<file path="src/rtl/ni_pkt_framer.sv">
// ni_pkt_framer: NI framing stage between the AXI slave buffers and the
// local router port. TX turns a raw beat stream into HEAD/BODY/TAIL flits with
// per-VC packet tracking and a registered output toward the NoC. RX forwards
// flits combinationally with the type stripped, checks per-VC framing, and
// keeps sticky error flags plus error and packet counters.
//
// Handshake rule on every valid/ready pair in this block: a transfer happens
// on a rising edge where valid and ready are both high. The source holds the
// payload steady while valid is high and ready is low. valid never depends
// combinationally on ready. ready may depend combinationally on valid.
module ni_pkt_framer #(
  parameter int NUM_VC      = 2,
  parameter int FLIT_DATA_W = 32,
  parameter int PKT_SZ_W    = 8,
  parameter int CNT_W       = 16,
  localparam int VC_W       = (NUM_VC > 1) ? $clog2(NUM_VC) : 1,
  localparam int FLIT_W     = FLIT_DATA_W + 2
) (
  input  logic                   clk,
  input  logic                   arst,
  // beat stream from the AXI write path
  input  logic                   tx_valid,
  output logic                   tx_ready,
  input  logic [FLIT_DATA_W-1:0] tx_data,
  input  logic [VC_W-1:0]        tx_vc,
  input  logic [PKT_SZ_W-1:0]    tx_pkt_sz,
  // flits toward the router local input
  output logic                   noc_tx_valid,
  input  logic                   noc_tx_ready,
  output logic [FLIT_W-1:0]      noc_tx_fdata,
  output logic [VC_W-1:0]        noc_tx_vc,
  // flits from the router local output
  input  logic                   noc_rx_valid,
  output logic                   noc_rx_ready,
  input  logic [FLIT_W-1:0]      noc_rx_fdata,
  input  logic [VC_W-1:0]        noc_rx_vc,
  // payload toward the AXI RX buffer
  output logic                   rx_valid,
  input  logic                   rx_ready,
  output logic [FLIT_DATA_W-1:0] rx_data,
  output logic [VC_W-1:0]        rx_vc,
  output logic                   rx_first,
  output logic                   rx_last,
  output logic                   rx_err,
  // status
  input  logic                   err_clr,
  output logic [NUM_VC-1:0]      err_vc,
  output logic [CNT_W-1:0]       err_cnt,
  output logic [CNT_W-1:0]       tx_pkt_cnt,
  output logic [CNT_W-1:0]       rx_pkt_cnt
);

  // Flit type lives in the two top bits of every flit.
  typedef enum logic [1:0] {
    FT_HEAD = 2'b00,
    FT_BODY = 2'b01,
    FT_TAIL = 2'b10,
    FT_BAD  = 2'b11
  } flit_type_e;

  localparam int HEAD_PAY_W = FLIT_DATA_W - PKT_SZ_W;
  localparam logic [PKT_SZ_W-1:0] REM_ONE  = PKT_SZ_W'(1);
  localparam logic [PKT_SZ_W-1:0] REM_ZERO = '0;
  localparam logic [CNT_W-1:0]    CNT_ONE  = CNT_W'(1);

  // ---------------------------------------------------------------------------
  // TX framing
  // ---------------------------------------------------------------------------
  logic [NUM_VC-1:0]   tx_busy_q;
  logic [PKT_SZ_W-1:0] tx_rem_q [NUM_VC];

  logic                tx_acc;
  logic                tx_cur_busy;
  logic [PKT_SZ_W-1:0] tx_cur_rem;
  logic [FLIT_W-1:0]   tx_flit;
  logic                tx_done;
  logic                tx_nxt_busy;
  logic [PKT_SZ_W-1:0] tx_nxt_rem;

  // The output register can take a new flit when empty or draining this cycle.
  assign tx_ready    = !noc_tx_valid || noc_tx_ready;
  assign tx_acc      = tx_valid && tx_ready;
  assign tx_cur_busy = tx_busy_q[tx_vc];
  assign tx_cur_rem  = tx_rem_q[tx_vc];

  // Build the flit for the current beat from the target VC's framing state.
  always_comb begin
    tx_flit     = '0;
    tx_done     = 1'b0;
    tx_nxt_busy = tx_cur_busy;
    tx_nxt_rem  = tx_cur_rem;
    if (!tx_cur_busy) begin
      // First beat of a packet: size field plus the low payload bits.
      tx_flit     = {FT_HEAD, tx_pkt_sz, tx_data[HEAD_PAY_W-1:0]};
      tx_nxt_rem  = tx_pkt_sz;
      tx_nxt_busy = (tx_pkt_sz != REM_ZERO);
      tx_done     = (tx_pkt_sz == REM_ZERO);
    end else if (tx_cur_rem <= REM_ONE) begin
      // Last flit of the packet.
      tx_flit     = {FT_TAIL, tx_data};
      tx_nxt_busy = 1'b0;
      tx_done     = 1'b1;
    end else begin
      tx_flit     = {FT_BODY, tx_data};
      tx_nxt_rem  = tx_cur_rem - REM_ONE;
    end
  end

  // Per-VC TX framing state; only the accepted beat's VC moves.
  always_ff @(posedge clk) begin
    if (arst) begin
      tx_busy_q <= '0;
      for (int i = 0; i < NUM_VC; i++) tx_rem_q[i] <= '0;
    end else if (tx_acc) begin
      tx_busy_q[tx_vc] <= tx_nxt_busy;
      tx_rem_q[tx_vc]  <= tx_nxt_rem;
    end
  end

  // Output register toward the router: load on accept, drop once drained.
  always_ff @(posedge clk) begin
    if (arst) begin
      noc_tx_valid <= 1'b0;
      noc_tx_fdata <= '0;
      noc_tx_vc    <= '0;
    end else if (tx_acc) begin
      noc_tx_valid <= 1'b1;
      noc_tx_fdata <= tx_flit;
      noc_tx_vc    <= tx_vc;
    end else if (noc_tx_ready) begin
      noc_tx_valid <= 1'b0;
    end
  end

  // Completed TX packets, wrapping.
  always_ff @(posedge clk) begin
    if (arst) begin
      tx_pkt_cnt <= '0;
    end else if (tx_acc && tx_done) begin
      tx_pkt_cnt <= tx_pkt_cnt + CNT_ONE;
    end
  end

  // ---------------------------------------------------------------------------
  // RX pass-through and framing checker
  // ---------------------------------------------------------------------------
  logic [NUM_VC-1:0]   rx_busy_q;
  logic [PKT_SZ_W-1:0] rx_rem_q [NUM_VC];

  flit_type_e          rx_type;
  logic [PKT_SZ_W-1:0] rx_size;
  logic                rx_acc;
  logic                rx_cur_busy;
  logic [PKT_SZ_W-1:0] rx_cur_rem;
  logic                rx_bad;
  logic                rx_done;
  logic                rx_nxt_busy;
  logic [PKT_SZ_W-1:0] rx_nxt_rem;
  logic [NUM_VC-1:0]   err_vc_nxt;

  assign rx_type      = flit_type_e'(noc_rx_fdata[FLIT_W-1 -: 2]);
  assign rx_size      = noc_rx_fdata[FLIT_DATA_W-1 -: PKT_SZ_W];
  assign rx_acc       = noc_rx_valid && rx_ready;
  assign rx_cur_busy  = rx_busy_q[noc_rx_vc];
  assign rx_cur_rem   = rx_rem_q[noc_rx_vc];

  assign rx_valid     = noc_rx_valid;
  assign noc_rx_ready = rx_ready;
  assign rx_data      = noc_rx_fdata[FLIT_DATA_W-1:0];
  assign rx_vc        = noc_rx_vc;
  assign rx_first     = (rx_type == FT_HEAD);
  assign rx_last      = ((rx_type == FT_HEAD) && (rx_size == REM_ZERO)) ||
                        (rx_type == FT_TAIL);
  // Errors are flagged but the flit is forwarded regardless.
  assign rx_err       = noc_rx_valid && rx_bad;

  // Classify the incoming flit against its VC's expected framing.
  always_comb begin
    rx_bad      = 1'b0;
    rx_done     = 1'b0;
    rx_nxt_busy = rx_cur_busy;
    rx_nxt_rem  = rx_cur_rem;
    case (rx_type)
      FT_HEAD: begin
        // A head always restarts the packet; it is only wrong mid-packet.
        rx_bad      = rx_cur_busy;
        rx_nxt_rem  = rx_size;
        rx_nxt_busy = (rx_size != REM_ZERO);
        rx_done     = (rx_size == REM_ZERO);
      end
      FT_BODY: begin
        if (!rx_cur_busy) begin
          rx_bad = 1'b1;
        end else if (rx_cur_rem > REM_ONE) begin
          rx_nxt_rem = rx_cur_rem - REM_ONE;
        end else begin
          // Body where the tail was due: keep waiting for the tail.
          rx_bad = 1'b1;
        end
      end
      FT_TAIL: begin
        if (!rx_cur_busy) begin
          rx_bad = 1'b1;
        end else begin
          rx_nxt_busy = 1'b0;
          rx_nxt_rem  = REM_ZERO;
          if (rx_cur_rem == REM_ONE) rx_done = 1'b1;
          else                       rx_bad  = 1'b1;
        end
      end
      default: begin
        // Reserved type: flagged, state untouched.
        rx_bad = 1'b1;
      end
    endcase
  end

  // Per-VC RX checker state; only the accepted flit's VC moves.
  always_ff @(posedge clk) begin
    if (arst) begin
      rx_busy_q <= '0;
      for (int i = 0; i < NUM_VC; i++) rx_rem_q[i] <= '0;
    end else if (rx_acc) begin
      rx_busy_q[noc_rx_vc] <= rx_nxt_busy;
      rx_rem_q[noc_rx_vc]  <= rx_nxt_rem;
    end
  end

  // Sticky error flags: clear first, then a same-cycle error wins its bit.
  always_comb begin
    err_vc_nxt = err_clr ? '0 : err_vc;
    if (rx_acc && rx_bad) err_vc_nxt[noc_rx_vc] = 1'b1;
  end

  // Error flags and saturating error counter.
  always_ff @(posedge clk) begin
    if (arst) begin
      err_vc  <= '0;
      err_cnt <= '0;
    end else begin
      err_vc <= err_vc_nxt;
      if (rx_acc && rx_bad && (err_cnt != {CNT_W{1'b1}})) begin
        err_cnt <= err_cnt + CNT_ONE;
      end
    end
  end

  // Legally completed RX packets, wrapping.
  always_ff @(posedge clk) begin
    if (arst) begin
      rx_pkt_cnt <= '0;
    end else if (rx_acc && rx_done) begin
      rx_pkt_cnt <= rx_pkt_cnt + CNT_ONE;
    end
  end

endmodule

</file>
<file path="config.mk">
export PLATFORM = sky130hd
export DESIGN_NAME = ni_pkt_framer
export DESIGN_NICKNAME = d
export VERILOG_FILES = /design/src/rtl/ni_pkt_framer.sv
export SDC_FILE = /design/constraint.sdc
export NUM_CORES = 1
export LEC_CHECK = 0
export BUFFER_PORTS_ARGS = -buffer_cell sky130_fd_sc_hd__clkbuf_2
export CORE_AREA = 2 2 149 151
export DETAILED_ROUTE_END_ITERATION = 10
export DIE_AREA = 0 0 151 153
export GPL_ROUTABILITY_DRIVEN = 0
export MAX_ROUTING_LAYER = met4
export PLACE_DENSITY_LB_ADDON = 0.08
export SYNTH_ARGS = -nofsm -noshare
export SYNTH_HDL_FRONTEND = slang
export SYNTH_SLANG_ARGS = --single-unit
</file>
<file path="constraint.sdc">
create_clock -name clk -period 3.7 [get_ports clk]
set_clock_uncertainty 0.1 [all_clocks]
set_input_delay 0.74 -clock clk [delete_from_list [all_inputs] [get_ports clk]]
set_output_delay 0.74 -clock clk [all_outputs]
set_load 0.01 [all_outputs]
</file>
==> impl_metrics.py <==
metrics = {
    "clock_tree": {
        "cts_buffers": 17,
        "post_cts_buffers": 0,
        "clock_latency_ns": 0.41,
        "ctsHoldBuffers": 0,
        "cts_tree": "done",
        "cts-htree-levels": 4,
        "cts_resized": 0,
        "path_clk_slew_ns": 0.06,
        "root_buffer": "clkbuf_16",
        "cts_sinks": 122,
        "clockBufferDepth": 2,
    },
    "hold_path": {
        "hold_end": "noc_tx_fdata[3]",
        "hold_start": "noc_tx_fdata[3]",
        "hold_class": "reg -> reg",
        "hold_depth": 2,
    },
    "finish": {
        "syn_to_final_growth_pct": 21.7,
        "diodes": 0,
        "final_nets": 953,
        "drive_above_1_share_pct": 25.1,
        "fillers": 2282,
        "layoutNonFillerInstCount": 1156,
    },
    "route": {
        "drt_pass1_iterations": 5,
        "viasPerCell": 5.01,
        "drt_iter0_markers": 371,
        "vias": 5786,
        "drc": 0,
        "wirelength_um": 18900,
        "wl_per_cell_um": 16.4,
        "antenna_left": 0,
    },
    "worst_setup_path": {
        "worstSetupStartpointType": "input port",
        "crit_arrival_ns": 2.67,
        "r2r_slack_ns": 0.87,
        "cp_max_fo": 12,
        "rr_endpoint": "err_cnt[9]",
        "rr_startpoint": "rx_rem_q[1][0]",
        "worst_setup_path_end_kind": "primary output",
        "path_class": "in -> out",
        "critPathRequiredTime_ns": 2.86,
        "reg2regPathDepth": 9,
    },
    "synthesis": {
        "synth_ff_type": "dfxtp_1",
        "synthArstFlopShare_pct": 0,
        "yosys_warnings": 0,
        "avgSynthCellArea_um2": 8.56,
        "netlist_instances": 740,
        "synth_edf_count": 32,
        "synth_seq_cells": 122,
        "synth_area_um2": 6330,
        "synthesis.nets": 830,
        "synth.distinct_cells": 60,
        "ys_seq_area_share_pct": 43.6,
    },
    "timing": {
        "post-route-min-period_ns": 3.51,
        "max_slew.worst_pin.slew_ns": 0.831,
        "rsz0062_at_grt": "false",
        "finalMaxSlewViolations": 0,
        "setup_viol": 0,
        "fin_tns_setup_ns": 0,
        "final_hold_viol_count": 0,
        "max-slew-margin-rel_pct": 44.0,
        "fin_crit_sh_pct": 94.8,
        "clock.fmax_mhz": 285,
        "hold_slack_ns": 0.357,
        "final.setup.worst_slack_ns": 0.191,
    },
    "flow_run": {
        "maxCapViolCount": 0,
    },
    "power_and_ir_drop": {
        "power.internal_uw": 2400,
        "irDropWorstVdd_mv": 0.263,
        "power_frac_comb_pct": 11.1,
        "p_leak_uw": 0.00315,
        "clock_power_share_pct": 44.7,
        "p_per_area_nw_per_um2": 427,
        "pwr-share-seq_pct": 44.2,
        "p_sw_share_pct": 27.0,
        "power.switching_uw": 887,
    },
    "placement": {
        "dp_hpwl_um": 13600,
        "io_buffers": 159,
        "place_inst": 1124,
        "dp_slack_ns": 0.159,
    },
    "grt": {
        "track_usage_pct": 17.1,
        "antenna_found_initial": 0,
        "grt_pass1_wl_um": 30200,
        "grt_max_degree": 52,
        "grt_pass1_vias": 5727,
        "grt_overflow_total": 0,
    },
    "die": {
        "dieWidth_um": 151,
        "dieArea_um2": 23100,
        "ios": 208,
        "die_h_um": 153,
        "start_util_pct": 29.5,
        "row_count": 54,
        "coreArea_um2": 21500,
    },
    "run_status": {
        "status": "finished clean",
    },
}
## state kept, by name, indices dropped and copies added, names as in the netlist
signal	flops
noc_tx_vc	1
err_vc	2
rx_rem_q	16
err_cnt	16
noc_tx_valid	1
tx_pkt_cnt	16
rx_pkt_cnt	16
tx_busy_q	2
rx_busy_q	2
noc_tx_fdata	34
tx_rem_q	16
## worst max path at each step
stage	start	endpoint	slack [ns]	cells past startpoint
detailed placement	noc_rx_vc	err_cnt[9]	0.16	10
global placement	noc_rx_vc	err_cnt[9]	0.25	10
finish	noc_rx_vc	rx_err	0.19	9
CTS	noc_rx_vc	rx_err	0.23	9
floorplan	noc_rx_vc	err_cnt[4]	0.48	11
global route	noc_rx_vc	rx_err	0.09	9
## synthesized netlist by cell type (all sizes together) (12+ instances only)
master | instances | area share (%)
edfxtp | 32 | 15
xor2 | 17 | 2.4
mux2i | 19 | 3.0
o21ai | 40 | 3.2
and3 | 13 | 1.3
nand3 | 26 | 2.1
nand2 | 106 | 6.3
nor2 | 76 | 4.5
buf | 42 | 4.8
dfxtp | 90 | 28
clkbuf | 32 | 1.9
nor3 | 16 | 1.3
a21oi | 49 | 3.9
nor4 | 12 | 1.5
inv | 14 | 0.83
or3 | 16 | 1.6
## metrics by stage
step	power, uW	utilization [%]	cell area [um2]
after floorplan	1730	-	6330
after global placement	1840	33.5	7200
after detailed placement	1850	33.5	7200
after CTS	3340	35.9	7710
after global routing	3450	35.9	7710
final	3290	35.9	7710
## per-layer routing
layer / track usage [%] / up-vias / wire length (um)
li1: - / 2865 / -
met1: 22.1 / 2716 / 8730
met2: 26.1 / 183 / 8700
met3: 5.01 / 22 / 1300
met4: 4.58 / 0 / 214
met5: - / - / 0
## worst max-delay path: stages
cell and delay [ns]:
clkbuf_2 0.25, mux2i_1 0.41, ha_1 0.26, and3b_1 0.21
nand2_1 0.08, o22ai_1 0.27, nand2_1 0.14, and2_1 0.17
clkbuf_2 0.12
## cell families after synthesis
family,synth area share [%]
DFF,43.6
and+or+nand+nor,24.6
adders and majority gates,1.38
muxes,3.89
xor gates and xnor gates,3.32
AOI/OAI and AO/OA,15.6
buffers and inverters,7.56
## power groups by stage
stage / Clock, uW / Sequential, uW / Combinational (uW)
6_report: 1470 / 1450 / 365
3_3_place_gp: 0 / 1480 / 363
4_1_cts: 1520 / 1450 / 369
2_1_floorplan: 0 / 1490 / 240
3_5_place_dp: 0 / 1480 / 367
5_1_grt: 1580 / 1460 / 410
## cells in the final DEF (no fill, tap or decap), types with 19 or more instances in the layout
master	instances
edfxtp_1	32
clkbuf_2	158
nor2_1	76
a21oi_1	49
dfxtp_1	90
o21ai_0	40
nand3_1	26
nand2_1	106
buf_4	19
mux2i_1	19
## layout make-up
type | instances | area [um2] | share of cell area [%]
Clock inverter | 13 | 80.1 | 1.04
Multi-Input combinational cell | 530 | 3090 | 40.1
Clock buffer | 19 | 433 | 5.61
Timing Repair Buffer | 178 | 938 | 12.2
Tap cell | 280 | 350 | 4.54
Inverter | 14 | 52.6 | 0.681
Sequential cell | 122 | 2760 | 35.8
Power figures use the tool's default switching activity.
